`config.mk`:
```
export PLATFORM = sky130hd
export DESIGN_NAME = cacheline_adapter_flat
export DESIGN_NICKNAME = d
export VERILOG_FILES = /design/src/rtl/cacheline_adapter_if.sv /design/src/rtl/cacheline_adapter.sv /design/src/flat_wrapper.sv
export SDC_FILE = /design/constraint.sdc
export NUM_CORES = 1
export LEC_CHECK = 0
export ABC_AREA = 1
export CAP_MARGIN = 10
export CELL_PAD_IN_SITES_DETAIL_PLACEMENT = 1
export CELL_PAD_IN_SITES_GLOBAL_PLACEMENT = 1
export CORE_AREA = 4 4 292 294
export CTS_BUF_LIST = sky130_fd_sc_hd__clkbuf_8
export CTS_CLUSTER_SIZE = 20
export DETAILED_ROUTE_END_ITERATION = 10
export DIE_AREA = 0 0 296 298
export PLACE_DENSITY_LB_ADDON = 0.1
export SLEW_MARGIN = 10
export SYNTH_ARGS = -nofsm -noshare
export SYNTH_HDL_FRONTEND = slang
export SYNTH_SLANG_ARGS = --single-unit
```
`constraint.sdc`:
```
create_clock -name clk -period 12.5 [get_ports clk]
set_clock_uncertainty 0.2 [all_clocks]
set_input_delay 1.875 -clock clk [delete_from_list [all_inputs] [get_ports clk]]
set_output_delay 1.875 -clock clk [all_outputs]
set_load 0.05 [all_outputs]
```
`src/rtl/cacheline_adapter_if.sv`:
```
// Bundle of the cache-side line port (dfp_*) and the memory-side burst port
// (bmem_*). The adapter uses the slave view; the cache/memory environment
// uses the master view.
interface cacheline_adapter_if #(
  parameter int LINE_BITS  = 256,
  parameter int BURST_BITS = 64
) ();

  // Cache-side line port
  logic [31:0]           dfp_addr;
  logic                  dfp_read;
  logic                  dfp_write;
  logic [LINE_BITS-1:0]  dfp_wdata;
  logic [LINE_BITS-1:0]  dfp_rdata;
  logic                  dfp_resp;

  // Memory-side burst port
  logic [31:0]           bmem_addr;
  logic                  bmem_read;
  logic                  bmem_write;
  logic [BURST_BITS-1:0] bmem_wdata;
  logic                  bmem_ready;
  logic [31:0]           bmem_raddr;
  logic [BURST_BITS-1:0] bmem_rdata;
  logic                  bmem_rvalid;

  modport slave (
    input  dfp_addr, dfp_read, dfp_write, dfp_wdata,
    output dfp_rdata, dfp_resp,
    output bmem_addr, bmem_read, bmem_write, bmem_wdata,
    input  bmem_ready, bmem_raddr, bmem_rdata, bmem_rvalid
  );

  modport master (
    output dfp_addr, dfp_read, dfp_write, dfp_wdata,
    input  dfp_rdata, dfp_resp,
    input  bmem_addr, bmem_read, bmem_write, bmem_wdata,
    output bmem_ready, bmem_raddr, bmem_rdata, bmem_rvalid
  );

endinterface

```
`src/rtl/cacheline_adapter.sv`:
```
// Converts one 256-bit line fill into a 4-beat 64-bit read burst and one
// dirty-line writeback into a 4-beat write burst. Every completed transfer
// is acknowledged with a single-cycle dfp_resp. All outputs are decoded from
// registered state (Moore), so nothing on bmem_* depends combinationally on
// the cache-side inputs.
module cacheline_adapter #(
  parameter int LINE_BITS  = 256,
  parameter int BURST_BITS = 64
) (
  input logic                clk,
  input logic                rst,
  cacheline_adapter_if.slave bus
);

  localparam int BEATS       = LINE_BITS / BURST_BITS;
  localparam int OFFSET_BITS = $clog2(LINE_BITS / 8);
  localparam int CNT_W       = $clog2(BEATS);

  localparam logic [31:0]      OFFSET_MASK = 32'((1 << OFFSET_BITS) - 1);
  localparam logic [CNT_W-1:0] LAST_BEAT   = CNT_W'(BEATS - 1);

  typedef enum logic [2:0] {
    IDLE,
    WRITE,
    RREQ,
    RWAIT,
    RESP
  } state_t;

  state_t               state, state_nx;
  logic [CNT_W-1:0]     cnt, cnt_nx;
  logic [LINE_BITS-1:0] line, line_nx;
  logic [31:0]          addr, addr_nx;

  logic                 beat_hit;

  // A returning beat counts only if it is tagged with our burst address.
  assign beat_hit = bus.bmem_rvalid && (bus.bmem_raddr == addr);

  // State and datapath registers; the line buffer is cleared on reset so a
  // partially collected fill never leaks out after a reset.
  // NOTE: the line buffer is a plain register, not a RAM, so it takes the async reset like the rest of the state.
  always_ff @(posedge clk or posedge rst) begin
    if (rst) begin
      state <= IDLE;
      cnt   <= '0;
      line  <= '0;
      addr  <= '0;
    end else begin
      // NOTE: non-blocking assignments so every register updates from pre-edge values.
      state <= state_nx;
      cnt   <= cnt_nx;
      line  <= line_nx;
      addr  <= addr_nx;
    end
  end

  // Next-state and datapath update; write requests win over reads.
  always_comb begin
    // NOTE: every target gets a hold default first, so no path can infer a latch.
    state_nx = state;
    cnt_nx   = cnt;
    line_nx  = line;
    addr_nx  = addr;

    unique case (state)
      IDLE: begin
        if (bus.dfp_write && bus.bmem_ready) begin
          line_nx  = bus.dfp_wdata;
          addr_nx  = bus.dfp_addr & ~OFFSET_MASK;
          cnt_nx   = '0;
          state_nx = WRITE;
        end else if (bus.dfp_read && bus.bmem_ready) begin
          addr_nx  = bus.dfp_addr & ~OFFSET_MASK;
          cnt_nx   = '0;
          state_nx = RREQ;
        end
      end

      WRITE: begin
        // Memory takes one beat per cycle once the burst has started.
        if (cnt == LAST_BEAT) begin
          state_nx = RESP;
        end else begin
          cnt_nx = cnt + CNT_W'(1);
        end
      end

      RREQ: begin
        state_nx = RWAIT;
      end

      RWAIT: begin
        if (beat_hit) begin
          line_nx[BURST_BITS*cnt +: BURST_BITS] = bus.bmem_rdata;
          if (cnt == LAST_BEAT) begin
            state_nx = RESP;
          end else begin
            cnt_nx = cnt + CNT_W'(1);
          end
        end
      end

      RESP: begin
        state_nx = IDLE;
      end

      default: begin
        state_nx = IDLE;
      end
    endcase
  end

  // Moore output decode.
  assign bus.dfp_resp   = (state == RESP);
  assign bus.dfp_rdata  = line;
  assign bus.bmem_read  = (state == RREQ);
  assign bus.bmem_write = (state == WRITE);
  assign bus.bmem_wdata = (state == WRITE) ? line[BURST_BITS*cnt +: BURST_BITS]
                                           : '0;
  assign bus.bmem_addr  = (state == WRITE || state == RREQ || state == RWAIT)
                          ? addr : 32'h0;

endmodule
```
`src/flat_wrapper.sv`:
```
// flat-port wrapper written by rule: the top's interface ports become plain ports
module cacheline_adapter_flat 
#(
  parameter int LINE_BITS  = 256,
  parameter int BURST_BITS = 64
)
  (clk, rst, bus_dfp_addr, bus_dfp_read, bus_dfp_write, bus_dfp_wdata, bus_dfp_rdata, bus_dfp_resp, bus_bmem_addr, bus_bmem_read, bus_bmem_write, bus_bmem_wdata, bus_bmem_ready, bus_bmem_raddr, bus_bmem_rdata, bus_bmem_rvalid);
  cacheline_adapter_if #(.LINE_BITS(LINE_BITS), .BURST_BITS(BURST_BITS)) bus_i ();
  input logic clk;
  input logic rst;
  input wire logic [$bits(bus_i.dfp_addr)-1:0] bus_dfp_addr;
  input wire logic [$bits(bus_i.dfp_read)-1:0] bus_dfp_read;
  input wire logic [$bits(bus_i.dfp_write)-1:0] bus_dfp_write;
  input wire logic [$bits(bus_i.dfp_wdata)-1:0] bus_dfp_wdata;
  output wire logic [$bits(bus_i.dfp_rdata)-1:0] bus_dfp_rdata;
  output wire logic [$bits(bus_i.dfp_resp)-1:0] bus_dfp_resp;
  output wire logic [$bits(bus_i.bmem_addr)-1:0] bus_bmem_addr;
  output wire logic [$bits(bus_i.bmem_read)-1:0] bus_bmem_read;
  output wire logic [$bits(bus_i.bmem_write)-1:0] bus_bmem_write;
  output wire logic [$bits(bus_i.bmem_wdata)-1:0] bus_bmem_wdata;
  input wire logic [$bits(bus_i.bmem_ready)-1:0] bus_bmem_ready;
  input wire logic [$bits(bus_i.bmem_raddr)-1:0] bus_bmem_raddr;
  input wire logic [$bits(bus_i.bmem_rdata)-1:0] bus_bmem_rdata;
  input wire logic [$bits(bus_i.bmem_rvalid)-1:0] bus_bmem_rvalid;
  assign bus_i.dfp_addr = bus_dfp_addr;
  assign bus_i.dfp_read = bus_dfp_read;
  assign bus_i.dfp_write = bus_dfp_write;
  assign bus_i.dfp_wdata = bus_dfp_wdata;
  assign bus_dfp_rdata = bus_i.dfp_rdata;
  assign bus_dfp_resp = bus_i.dfp_resp;
  assign bus_bmem_addr = bus_i.bmem_addr;
  assign bus_bmem_read = bus_i.bmem_read;
  assign bus_bmem_write = bus_i.bmem_write;
  assign bus_bmem_wdata = bus_i.bmem_wdata;
  assign bus_i.bmem_ready = bus_bmem_ready;
  assign bus_i.bmem_raddr = bus_bmem_raddr;
  assign bus_i.bmem_rdata = bus_bmem_rdata;
  assign bus_i.bmem_rvalid = bus_bmem_rvalid;
  cacheline_adapter #(.LINE_BITS(LINE_BITS), .BURST_BITS(BURST_BITS)) u_core (.clk(clk), .rst(rst), .bus(bus_i));
endmodule
```
======== Word-level counts from Yosys, hierarchy flattened ========
Index checks and enable logic that the tools add are counted.
operators by class
  multiplexer cells ....................... 18
  shift operators ......................... 3
  eq/ne operators ......................... 9
  reductions and logical operators ........ 13
  add/sub/neg operators ................... 2
operators by type and width
  kind                                                      count
  two-way mux 256 bit                                       2
  case mux 256 bit (2 select lines)                         1
  bitwise mux 256 bit                                       1
  variable shift 64 x 34 -> 256 bit (first input constant)  1
  variable part select 256 x 9 -> 64 bit                    1
  variable part select 64 x 34 -> 256 bit                   1
  two-way mux 32 bit                                        3
  two-way mux 64 bit                                        1
  negator 8 -> 34 bit                                       1
  equality test 32 bit                                      1
  two-way mux 3 bit                                         4
  case mux 3 bit (4 select lines)                           1
  two-way mux 2 bit                                         4
  equality test 3 x 2 -> 1 bit (second input constant)      2
  case mux 2 bit (3 select lines)                           1
  AND reduction 3 bit                                       2
  != test 2 x 1 -> 1 bit (second input constant)            2
  AND reduction 2 bit                                       2
  nonzero test 2 bit                                        2
  equality test 3 x 1 -> 1 bit (second input constant)      1
  equality test 3 bit (second input constant)               1
  logical AND 1 bit                                         3
  logical NOT 3 bit                                         1
  != test 3 x 1 -> 1 bit (second input constant)            1
  other kinds (4)                                           5
storage, ports and cells
  input port bits ......................... 390
  word-level logic and storage cells ...... 49
  output and inout bits ................... 355
  register bits ........................... 293

======== Longest topological paths before layout ========
Gate-level depths: netlist (run 1).
  word-level depth ........................ 5
  gate-level depth with buffers ........... 15
  depth with buffers taken out ............ 13

======== Worst setup path before layout (run 1) ========
Ideal clock, no wire load.
  path kind ............................... reg2out
  from .................................... register u_core.state[2]
  to ...................................... output bus_bmem_wdata[23]
  required time ........................... 10.425 ns
  arrival time ............................ 2.654 ns
  path buffers ............................ 2
  cell stages (with the launch flop) ...... 8
  setup slack ............................. 7.771 ns
  cell sequence ........................... dfrtp_1 > inv_2 > nand2_2 > clkbuf_1 > nor2_1 > inv_2 > buf_1 > a21oi_1
on the way
  word-level cells in the longest chain between the ends .. 2
RTL lines
  what                          line                      text
  start: declaration            cacheline_adapter.sv:30   state_t state, state_nx;
  start signal: assignment      cacheline_adapter.sv:51   state <= state_nx;
  equality test 3 x 1 -> 1 bit  --
  via bus_bmem_write            flat_wrapper.sv:19        output wire logic [$bits(bus_i.bmem_write)-1:0] bus_bmem_write;
  two-way mux 64 bit            cacheline_adapter.sv:119  assign bus.bmem_wdata = (state == WRITE) ? line[BURST_BITS*cnt +: BURST_BITS]
  end: declaration              flat_wrapper.sv:20        output wire logic [$bits(bus_i.bmem_wdata)-1:0] bus_bmem_wdata;
The timed path passes the listed nets, and every way through them passes these cells.

======== Worst setup path after layout (run 1) ========
  from .................................... register u_core.cnt[1]
  to ...................................... output bus_bmem_wdata[21]
on the way
  word-level cells in the longest chain between the ends .. 2
RTL lines
  what                                    line                      text
  start: declaration                      cacheline_adapter.sv:31   logic [CNT_W-1:0] cnt, cnt_nx;
  start signal: assignment                cacheline_adapter.sv:52   cnt <= cnt_nx;
  variable part select 256 x 9 -> 64 bit  cacheline_adapter.sv:119
  two-way mux 64 bit                      cacheline_adapter.sv:119
No other way between the ends.

==> metrics.yaml, run 1 <==
timing:
  worst_slack_ps: 6025
  fmax_mhz: 154.4
  hold_violations: 0
  hold_ws_ps: 290.7
  drv_slew: 0
  setup_tns_ps: 0
  relSlewSlack_pct: 19.97
  setup_viol: 0
  rsz0062_at_grt: "no"
  tightest_slew_ps: 1200
  finalCriticalPeriod_ps: 6475
  min_period_over_period_pct: 51.80
clocking:
  cts_setup_buffers: 0
  cts_buffers: 61
  clkLatencyLatePin_ps: 680
  clock_sinks: 288
  root_buffer: "clkbuf_8"
  clockBufferDepth: 3
  cts_resized: 0
  cts-htree-levels: 2
  clk_pin_slew_ps: 60
  ctsHoldBuffers: 0
  cts_tree: "yes"
placement:
  portBuffers: 734
  hpwlAfterDp_um: 78230
  dp_slack_ps: 6673
  place_area_um2: 26210
  gp_congestion: 0.8517
routing:
  num_vias: 22740
  drt_wl_total_um: 120200
  route.detailed.drc: 0
  ant_nets: 0
  viasPerCell: 5.072
  wl_per_cell_um: 26.80
  drtIter0Drc: 1308
  dr.pass1.iters: 7
floorplanning:
  initial_utilization_pct: 22.10
  pin_count: 745
  dieArea_um2: 88210
  row_count: 106
  coreArea_um2: 82890
  die_h_um: 298
  die_w_um: 296
worst_setup_path:
  cp_slowest_cell: "dfrtp_4"
  path_class: "register to primary output"
  crit_arrival_ps: 4400
  required_ps: 10430
  rrSetupSlack_ps: 7690
  reg2regPathDepth: 8
  worstSetupStartpoint: "u_core.cnt[1]"
  r2r_end: "u_core.bus.dfp_rdata[221]"
  crit_fanout: 37
  cp-start-kind: "register"
  r2r-start: "u_core.cnt[1]"
  cpPeakStageDelay_ps: 850
  worst-path-buf-inv: 3
  crit_chain: "clkinv_2 > buf_4 > nor2_1 > o21ai_0 > a21oi_1 > clkdlybuf4s50_1"
  path_delay_family: "buffers and inverters"
  crit_path_end_kind: "primary output"
power_and_ir_drop:
  irDropWorstVdd_mv: 0.2183
  p_per_area_nw_per_um2: 356.7
  total_power_mw: 9.842
  p_leak_nw: 11.80
flow_run:
  maxCapViolCount: 0
hold_path:
  worstHoldPathType: "register to register"
  whs_endpoint: "u_core.bus.dfp_rdata[249]"
  min_from: "u_core.bus.dfp_rdata[249]"
  hold_depth: 2
logic_synthesis:
  yosysWarningCount: 0
  synth_area_um2: 18320
  synth_seq_cells: 288
  avgSynthCellArea_um2: 6.653
  synthCells: 2753
  seq_area_frac_synth_pct: 39.35
  ys_types: 29
  ys_top_cells_by_area: "dfrtp_1, nand2_1, nor2_1, o21ai_0, nand4_1"
  synth_top_cell_by_area: "dfrtp_1"
  synth_top_area_share_pct: 39.35
outcome:
  status: "complete, no violations"
grt:
  antenna_found_initial: 30
  grt_util_all_layers_pct: 26.25
  grt_pass1_vias: 23900
  grt_overflow: 0
  grt_pass1_wl_um: 172200
  grt_max_degree: 135
final_layout:
  layout-drive-gt1-share_pct: 4.879
  nets: 3726
  multiInputGateArea_um2: 9736
  fill_cells: 10100
  regArea_um2: 7214
  synthToLayoutAreaGrowth_pct: 50.64
  post-route-cell-area_um2: 27590
  most-common-layout-cells: "nand2_1, clkdlybuf4s50_1, nor2_1, o21ai_0, dfrtp_1"
  layout_commonest_cell: "nand2_1"
-- kinds of logic after synthesis --
| logic type | after synthesis | share of synthesized area, % |
|---|---|---|
| other | 1 | 0.02047 |
| AND/OR/NAND/NOR | 1514 | 35.08 |
| buffers and inverters | 326 | 8.115 |
| XOR/XNOR | 10 | 0.4782 |
| AO/OA/AOI/OAI | 610 | 16.68 |
| adder cells (fa/ha/maj) | 4 | 0.2733 |
| flip-flops | 288 | 39.35 |
-- metal layers --
| layer | vias up | share of wire, % | track usage [%] |
|---|---|---|---|
| met3 | 212 | 7.1 | 6.277 |
| met4 | 14 | 3.6 | 9.773 |
| met5 | - | 0.075 | 0 |
| met2 | 848 | 48 | 44.04 |
| met1 | 11290 | 41 | 32.65 |
| li1 | 10370 | - | - |
-- registers in the layout, summed over array words and instances (netlist names) --
signal                flops
u_core.addr              27
u_core.bus.dfp_rdata    256
u_core.cnt                2
u_core.state              3
-- cells in the mapped netlist --
cell type	n
nor3_1	1
dfrtp_1	288
inv_1	58
or2_2	1
inv_2	10
clkbuf_1	107
buf_1	27
buf_2	96
nand3_2	5
nand3_4	1
buf_4	18
buf_6	10
nand3_1	4
o211ai_1	1
o21ai_1	64
nand4_1	260
nor3_2	1
nor2_1	458
xor2_1	3
a21oi_1	219
conb_1	1
nand2_1	778
xnor2_1	7
nor2_4	1
ha_1	4
nand2_2	2
nor4_4	1
nor2_2	1
o21ai_0	326
-- through the flow --
step	instances	util [%]
after detailed placement	4349	31.62
after floorplan	2757	-
final	4484	33.29
after CTS	4462	33.22
after global placement	4349	31.62
after global routing	4481	33.28
-- worst min-delay path, cell delays in order, from the launching register on --
cell	delay, ps
dfrtp_1	350
nand2_1	60
nand2_1	50
-- power breakdown --
group	total (mW)	internal [mW]	switching, mW
logic	6.87	1.84	5.04
clock network	1.13	0.623	0.507
registers	1.84	1.42	0.423
total	9.84	3.87	5.97
-- worst max path at each step --
stage,endpoint,slack [ps],cells past startpoint
6_report,bus_bmem_wdata[21],6030,6
5_1_grt,bus_bmem_wdata[18],5810,6
4_1_cts,bus_bmem_wdata[20],5890,6
3_5_place_dp,bus_bmem_wdata[20],6670,6
3_3_place_gp,bus_bmem_wdata[20],6660,6
2_1_floorplan,u_core.addr[10],2480,1
-- cell type report --
cell class / count / share of cell area, %
multi-input cells: 2143 / 35.28
clock buffers: 89 / 4.439
flip-flops and latches: 288 / 26.15
repair buffers: 770 / 27.65
clock inverters: 24 / 0.3764
inverters: 68 / 1.002
well taps: 1080 / 4.898
diodes: 22 / 0.1995
(Power assumes the default switching activity.)
==> run 2, diff against run 1 <==
==> constraint.sdc (replaced) <==
create_clock -name clk -period 6.4 [get_ports clk]
set_clock_uncertainty 0.2 [all_clocks]
set_input_delay 0.96 -clock clk [delete_from_list [all_inputs] [get_ports clk]]
set_output_delay 0.96 -clock clk [all_outputs]
set_load 0.05 [all_outputs]
==> run 2 against run 1 <==
  * Non-clock buffer count stayed put
  * Total power is 94% higher
  * Die area stayed put
  * Highest routed layer unchanged
  * Global-route usage is 0.56 points lower
  * Critical endpoint is now bus_bmem_wdata[5]
==> metrics.yaml, run 2 (synthesis results as in run 1) <==
outcome:
  status: "complete, no violations"  # unchanged
worst_setup_path:
  required_ps: 5240  # was 10430 ps
  cp.depth: 6  # unchanged
  r2r-start: "u_core.cnt[1]"  # unchanged
  cp_slowest_cell: "clkinv_2"  # was dfrtp_4
  reg2regPathDepth: 8  # unchanged
  crit_fanout: 35  # was 37
  cp-start-kind: "register"  # unchanged
  crit_arrival_ps: 4350  # was 4400 ps
  crit_path_end_kind: "primary output"  # unchanged
  worstSetupStartpoint: "u_core.cnt[1]"  # unchanged
  cpPeakStageDelay_ps: 870  # was 850 ps
  r2r_end: "u_core.bus.dfp_rdata[203]"  # was u_core.bus.dfp_rdata[221]
  path_delay_family: "buffers and inverters"  # unchanged
  rrSetupSlack_ps: 1880  # was 7690 ps
  crit_end: "bus_bmem_wdata[5]"  # was bus_bmem_wdata[21]
  worst-path-buf-inv: 3  # unchanged
  crit_chain: "clkinv_2 > buf_4 > nor2_1 > o21ai_0 > a21oi_1 > clkdlybuf4s50_1"  # unchanged
  path_class: "register to primary output"  # unchanged
final_layout:
  layout_commonest_cell: "nand2_1"  # unchanged
  fill_cells: 10170  # was 10100
  final_core_util_pct: 33.31  # was 33.29%
  post-route-cell-area_um2: 27620  # was 27590 µm²
  largest_reg_flops: 256  # unchanged
  layout-drive-gt1-share_pct: 4.650  # was 4.879%
  most-common-layout-cells: "nand2_1, clkdlybuf4s50_1, nor2_1, o21ai_0, dfrtp_1"  # unchanged
  synthToLayoutAreaGrowth_pct: 50.77  # was 50.64%
  nets: 3725  # was 3726
routing:
  drtIter0Drc: 1358  # was 1308
  route.detailed.drc: 0  # unchanged
  viasPerCell: 5.059  # was 5.072
  wl_per_cell_um: 26.42  # was 26.80 µm
  drt_wl_total_um: 118200  # was 120200 µm
  dr.pass1.iters: 5  # was 7
  ant_nets: 0  # unchanged
  num_vias: 22630  # was 22740
power_and_ir_drop:
  p_per_area_nw_per_um2: 692.8  # was 356.7 nW/µm²
  p_leak_nw: 11.80  # about the same
  irDropWorstVdd_mv: 0.6462  # was 0.2183 mV
clocking:
  cts_resized: 0  # unchanged
  clkLatencyLatePin_ps: 670  # was 680 ps
  clk_pin_slew_ps: 60  # about the same
  cts-htree-levels: 2  # unchanged
  clock_sinks: 288  # unchanged
  cts_tree: "yes"  # unchanged
  cts_setup_buffers: 0  # unchanged
  clockBufferDepth: 3  # unchanged
  cts_buffers: 60  # was 61
  root_buffer: "clkbuf_8"  # unchanged
  ctsHoldBuffers: 0  # unchanged
grt:
  grt_max_degree: 179  # was 135
  grt_util_all_layers_pct: 25.69  # was 26.25%
  grt_pass1_wl_um: 168800  # was 172200 µm
  grt_overflow: 0  # unchanged
  antenna_found_initial: 23  # was 30
  grt_pass1_vias: 23300  # was 23900
floorplanning:
  die_h_um: 298  # unchanged
  initial_utilization_pct: 22.10  # unchanged
  pin_count: 745  # unchanged
  dieArea_um2: 88210  # unchanged
  coreArea_um2: 82890  # unchanged
  row_count: 106  # unchanged
  die_w_um: 296  # unchanged
hold_path:
  hold_depth: 2  # unchanged
  min_from: "u_core.bus.dfp_rdata[225]"  # was u_core.bus.dfp_rdata[249]
  worstHoldPathType: "register to register"  # unchanged
timing:
  setup_viol: 0  # unchanged
  worst_slack_ps: 886.6  # was 6025 ps
  tightest_slew_ps: 1249  # was 1200 ps
  finalCriticalPeriod_ps: 5513
  hold_ws_ps: 295.4  # was 290.7 ps
  rsz0062_at_grt: "no"  # unchanged
  min_period_over_period_pct: 86.15
  fmax_mhz: 181.4
  setup_tns_ps: 0  # unchanged
  drv_slew: 0  # unchanged
  relSlewSlack_pct: 16.76  # was 19.97%
  hold_violations: 0  # unchanged
placement:
  place_area_um2: 26260  # was 26210 µm²
  portBuffers: 734  # unchanged
  gp_congestion: 0.8729  # was 0.8517
  dp_slack_ps: 1499  # was 6673 ps
  hpwlAfterDp_um: 78340  # was 78230 µm
flow_run:
  maxCapViolCount: 0  # unchanged
## run 2: cell count changes in the layout (fill, tap and decap cells not counted), sizes merged
cell    previous run  this run
clkinv             9         6
inv               82        83
clkbuf            89        83
bufinv             0         2
diode             22        18
## run 2: cell type report
cell class / count / area (µm²) / share of cell area [%]
Multi-Input combinational cell: 2143 / 9736 / 35.25
Timing Repair Buffer: 770 / 7705 / 27.90
Sequential cell: 288 / 7214 / 26.12
Tap cell: 1080 / 1351 / 4.893
Clock buffer: 83 / 1142 / 4.137
Inverter: 68 / 272.8 / 0.9877
Clock inverter: 24 / 148.9 / 0.5392
Antenna cell: 18 / 45.04 / 0.1631
## run 2: metrics by stage
stage | std cells | total power [mW]
final | 4474 | 19.13
after global routing | 4468 | 20.27
after CTS | 4455 | 19.34
after detailed placement | 4348 | 17.10
after global placement | 4348 | 16.95
after floorplan | 2757 | 11.82
## run 2: report_power, final
group / internal [mW] / switching (mW)
Sequential: 2.77 / 0.815
Clock: 1.22 / 0.935
Combinational: 3.63 / 9.77
## run 2: layer usage
layer	wire [µm]	vias to the layer above	track usage (%)
met5	100	-	0
met4	3243	14	7.453
met3	7676	154	5.516
met2	58200	760	44.37
met1	48970	11350	32.14
li1	-	10360	-
## run 2: worst min-delay path by stage
stage | to | slack [ps]
floorplan | u_core.addr[10] | 300
global placement | u_core.bus.dfp_rdata[105] | 270
detailed placement | u_core.bus.dfp_rdata[16] | 280
CTS | u_core.bus.dfp_rdata[16] | 300
global route | u_core.bus.dfp_rdata[197] | 310
finish | u_core.bus.dfp_rdata[225] | 300
## run 2: worst min-delay path, delay by kind of cell (launching register included)
kind,cells,cell delay (ps)
and+or+nand+nor,2,110
DFF,1,360
==> run 3, diff against run 2 <==
--- a/config.mk
+++ b/config.mk
@@ -10,7 +10,7 @@
 export CELL_PAD_IN_SITES_DETAIL_PLACEMENT = 1
 export CELL_PAD_IN_SITES_GLOBAL_PLACEMENT = 1
 export CORE_AREA = 4 4 292 294
-export CTS_BUF_LIST = sky130_fd_sc_hd__clkbuf_8
+export CTS_BUF_LIST = sky130_fd_sc_hd__clkbuf_2
 export CTS_CLUSTER_SIZE = 20
 export DETAILED_ROUTE_END_ITERATION = 10
 export DIE_AREA = 0 0 296 298
==> run 3 against run 2 <==
  * Critical path depth unchanged
  * Sequential share of layout area grew 0.44 points
  * Routed wire length grew 0.31%
  * Sequential cell count unchanged
  * Worst hold slack worse by 26 ps
  * Worst setup slack worse by 370 ps
  * Cell count up 1.1%
  * Critical endpoint is now bus_bmem_wdata[57]
  * Utilization down 0.55 points
  * Via count is 0.66% higher
  * Largest power group unchanged
  * Die area stayed put
  * First-iteration DRC count rose by 0.22%
  * Count of clock-buffer cells in the layout increased by 58
==> metrics.yaml, run 3 (synthesis results as in run 1) <==
worst_setup_path:
  crit_arrival_ps: 4730  # was 4350 ps
  crit_fanout: 35  # unchanged
  cpPeakStageDelay_ps: 900  # was 870 ps
  required_ps: 5240  # about the same
  path_class: "register to primary output"  # unchanged
  cp_slowest_cell: "clkinv_2"  # unchanged
  cp-start-kind: "register"  # unchanged
  crit_chain: "clkinv_2 > buf_4 > nor2_1 > o21ai_0 > a21oi_1 > clkdlybuf4s50_1"  # unchanged
  crit_path_end_kind: "primary output"  # unchanged
grt:
  grt_pass1_vias: 23580  # was 23300
  grt_pass1_wl_um: 169200  # was 168800 µm
  grt_util_all_layers_pct: 25.78  # was 25.69%
  antenna_found_initial: 22  # was 23
  grt_overflow: 0  # unchanged
  grt_max_degree: 179  # unchanged
power_and_ir_drop:
  p_switching_mw: 11.54  # was 11.52 mW
  p_sw_share_pct: 62.21  # was 60.20%
  power.share.clock_pct: 8.4  # was 11.3%
  p_leak_nw: 11.71  # was 11.80 nW
  p_per_area_nw_per_um2: 683.0  # was 692.8 nW/µm²
  comb_power_share_pct: 72.3  # was 70.0%
  intPower_mw: 7.010  # was 7.615 mW
  seqPwrFrac_pct: 19.3  # was 18.7%
  irDropWorstVdd_mv: 0.6448  # was 0.6462 mV
placement:
  portBuffers: 734  # unchanged
  hpwlAfterDp_um: 78340  # unchanged
  dpl.cell_count: 4348  # unchanged
  gp_congestion: 0.8729  # unchanged
floorplanning:
  dieArea_um2: 88210  # unchanged
  row_count: 106  # unchanged
  initial_utilization_pct: 22.10  # unchanged
  die_h_um: 298  # unchanged
  coreArea_um2: 82890  # unchanged
  pin_count: 745  # unchanged
  die_w_um: 296  # unchanged
timing:
  setup_viol: 0  # unchanged
  min_period_over_period_pct: 92.00  # was 86.15%
  setup_tns_ps: 0  # unchanged
  finalCriticalPeriod_ps: 5888  # was 5513 ps
  drv_slew: 0  # unchanged
  fmax_mhz: 169.8  # was 181.4 MHz
  relSlewSlack_pct: 23.93  # was 16.76%
  hold_violations: 0  # unchanged
  rsz0062_at_grt: "no"  # unchanged
  tightest_slew_ps: 1141  # was 1249 ps
routing:
  drt_wl_total_um: 118600  # was 118200 µm
  wl_met2_um: 58640  # was 58200 µm
  highest_layer: "met5"  # unchanged
  dr.pass1.iters: 5  # unchanged
  viasPerCell: 5.037  # was 5.059
  drtIter0Drc: 1361  # was 1358
  wl_met1_um: 48680  # was 48970 µm
  wl_met3_um: 7992  # was 7676 µm
  route.detailed.drc: 0  # unchanged
  wl_per_cell_um: 26.21  # was 26.42 µm
  num_vias: 22780  # was 22630
  ant_nets: 0  # unchanged
final_layout:
  nets: 3761  # was 3725
  synthToLayoutAreaGrowth_pct: 48.29  # was 50.77%
  fin_cells: 4523  # was 4474
  most-common-layout-cells: "nand2_1, clkdlybuf4s50_1, nor2_1, o21ai_0, dfrtp_1"  # unchanged
  layout-drive-gt1-share_pct: 6.241  # was 4.650%
  largest_reg_flops: 256  # unchanged
  layout_commonest_cell: "nand2_1"  # unchanged
  fill_cells: 10300  # was 10170
flow_run:
  maxCapViolCount: 0  # unchanged
clocking:
  cts-htree-levels: 3  # was 2
  root_buffer: "clkbuf_2"  # was clkbuf_8
  cts_resized: 0  # unchanged
  clkLatencyLatePin_ps: 1070  # was 670 ps
  clock_sinks: 288  # unchanged
  clockBufferDepth: 3  # unchanged
  cts_buffers: 94  # was 60
  clk_pin_slew_ps: 100  # was 60 ps
  cts_tree: "yes"  # unchanged
outcome:
  status: "complete, no violations"  # unchanged
hold_path:
  worstHoldPathType: "primary input to register"  # was register to register
[run 3: changes by cell type in the layout (fill, tap and decap cells not counted)]
cell / before / now
clkbuf_2: 0 / 141
clkinv_2: 6 / 2
clkinv_4: 0 / 1
clkbuf_8: 83 / 0
inv_1: 73 / 56
clkinv_1: 0 / 12
buf_16: 0 / 1
bufinv_16: 2 / 1
diode_2: 18 / 14
clkinvlp_4: 1 / 3
dlygate4sd3_1: 0 / 1
[run 3: per-layer routing]
layer	GRT usage (%)	vias to the layer above
met5	0	-
met4	8.119	16
met3	5.680	154
met2	44.69	778
met1	31.78	11380
li1	-	10460
[run 3: worst paths after layout]
kind	start	to	slack, ps	cells past startpoint
worst max-delay path	u_core.cnt[1]	bus_bmem_wdata[57]	510	6
worst max register to register	u_core.cnt[1]	u_core.bus.dfp_rdata[204]	1890	8
worst min-delay path	bus_dfp_addr[8]	u_core.addr[8]	270	3
worst min register to register	u_core.bus.dfp_rdata[219]	u_core.bus.dfp_rdata[219]	300	2
min in group asynchronous	rst	u_core.bus.dfp_rdata[67]	600	3
max in group asynchronous	rst	u_core.cnt[1]	3880	5
[run 3: through the flow]
stage / cell area (µm²) / worst slack (ps) / power [mW] / util [%] / hold slack (ps)
floorplan: 18340 / 1421 / 11.82 / - / 300.7
global placement: 26260 / 1495 / 16.95 / 31.68 / 273.6
detailed placement: 26260 / 1499 / 17.10 / 31.68 / 281.1
CTS: 27080 / 258.3 / 18.76 / 32.67 / 38.80
global route: 27150 / 223.4 / 19.70 / 32.76 / 128.2
finish: 27160 / 511.8 / 18.55 / 32.77 / 269.3
[run 3: what timing repair did]
item                      4_1_cts  5_1_grt
hold endpoints to repair       11        0
setup buffers                   0        0
hold buffers                    1        0
[run 3: critical path: cells and delay by family (launching register included)]
family | cells | cell delay [ps]
buffers and inverters | 3 | 2350
and+or+nand+nor | 1 | 140
AOI/OAI and AO/OA | 2 | 330
DFF | 1 | 880
[run 3: final cells by class]
type | count | area, µm² | share of cell area, %
clock buffer | 141 | 705.7 | 2.598
clock inverter | 17 | 103.9 | 0.3823
sequential | 288 | 7214 | 26.56
tap | 1080 | 1351 | 4.975
timing repair buffer | 772 | 7742 | 28.51
multi-input combinational | 2143 | 9736 | 35.84
inverter | 68 | 272.8 | 1.004
antenna | 14 | 35.03 | 0.1290
[run 3: power groups by stage]
stage	clock, mW	sequential (mW)	combinational [mW]
final	1.57	3.57	13.4
after global routing	1.75	3.68	14.3
after CTS	1.66	3.57	13.5
after detailed placement	0	3.59	13.5
after global placement	0	3.56	13.4
after floorplan	0	5.99	5.83
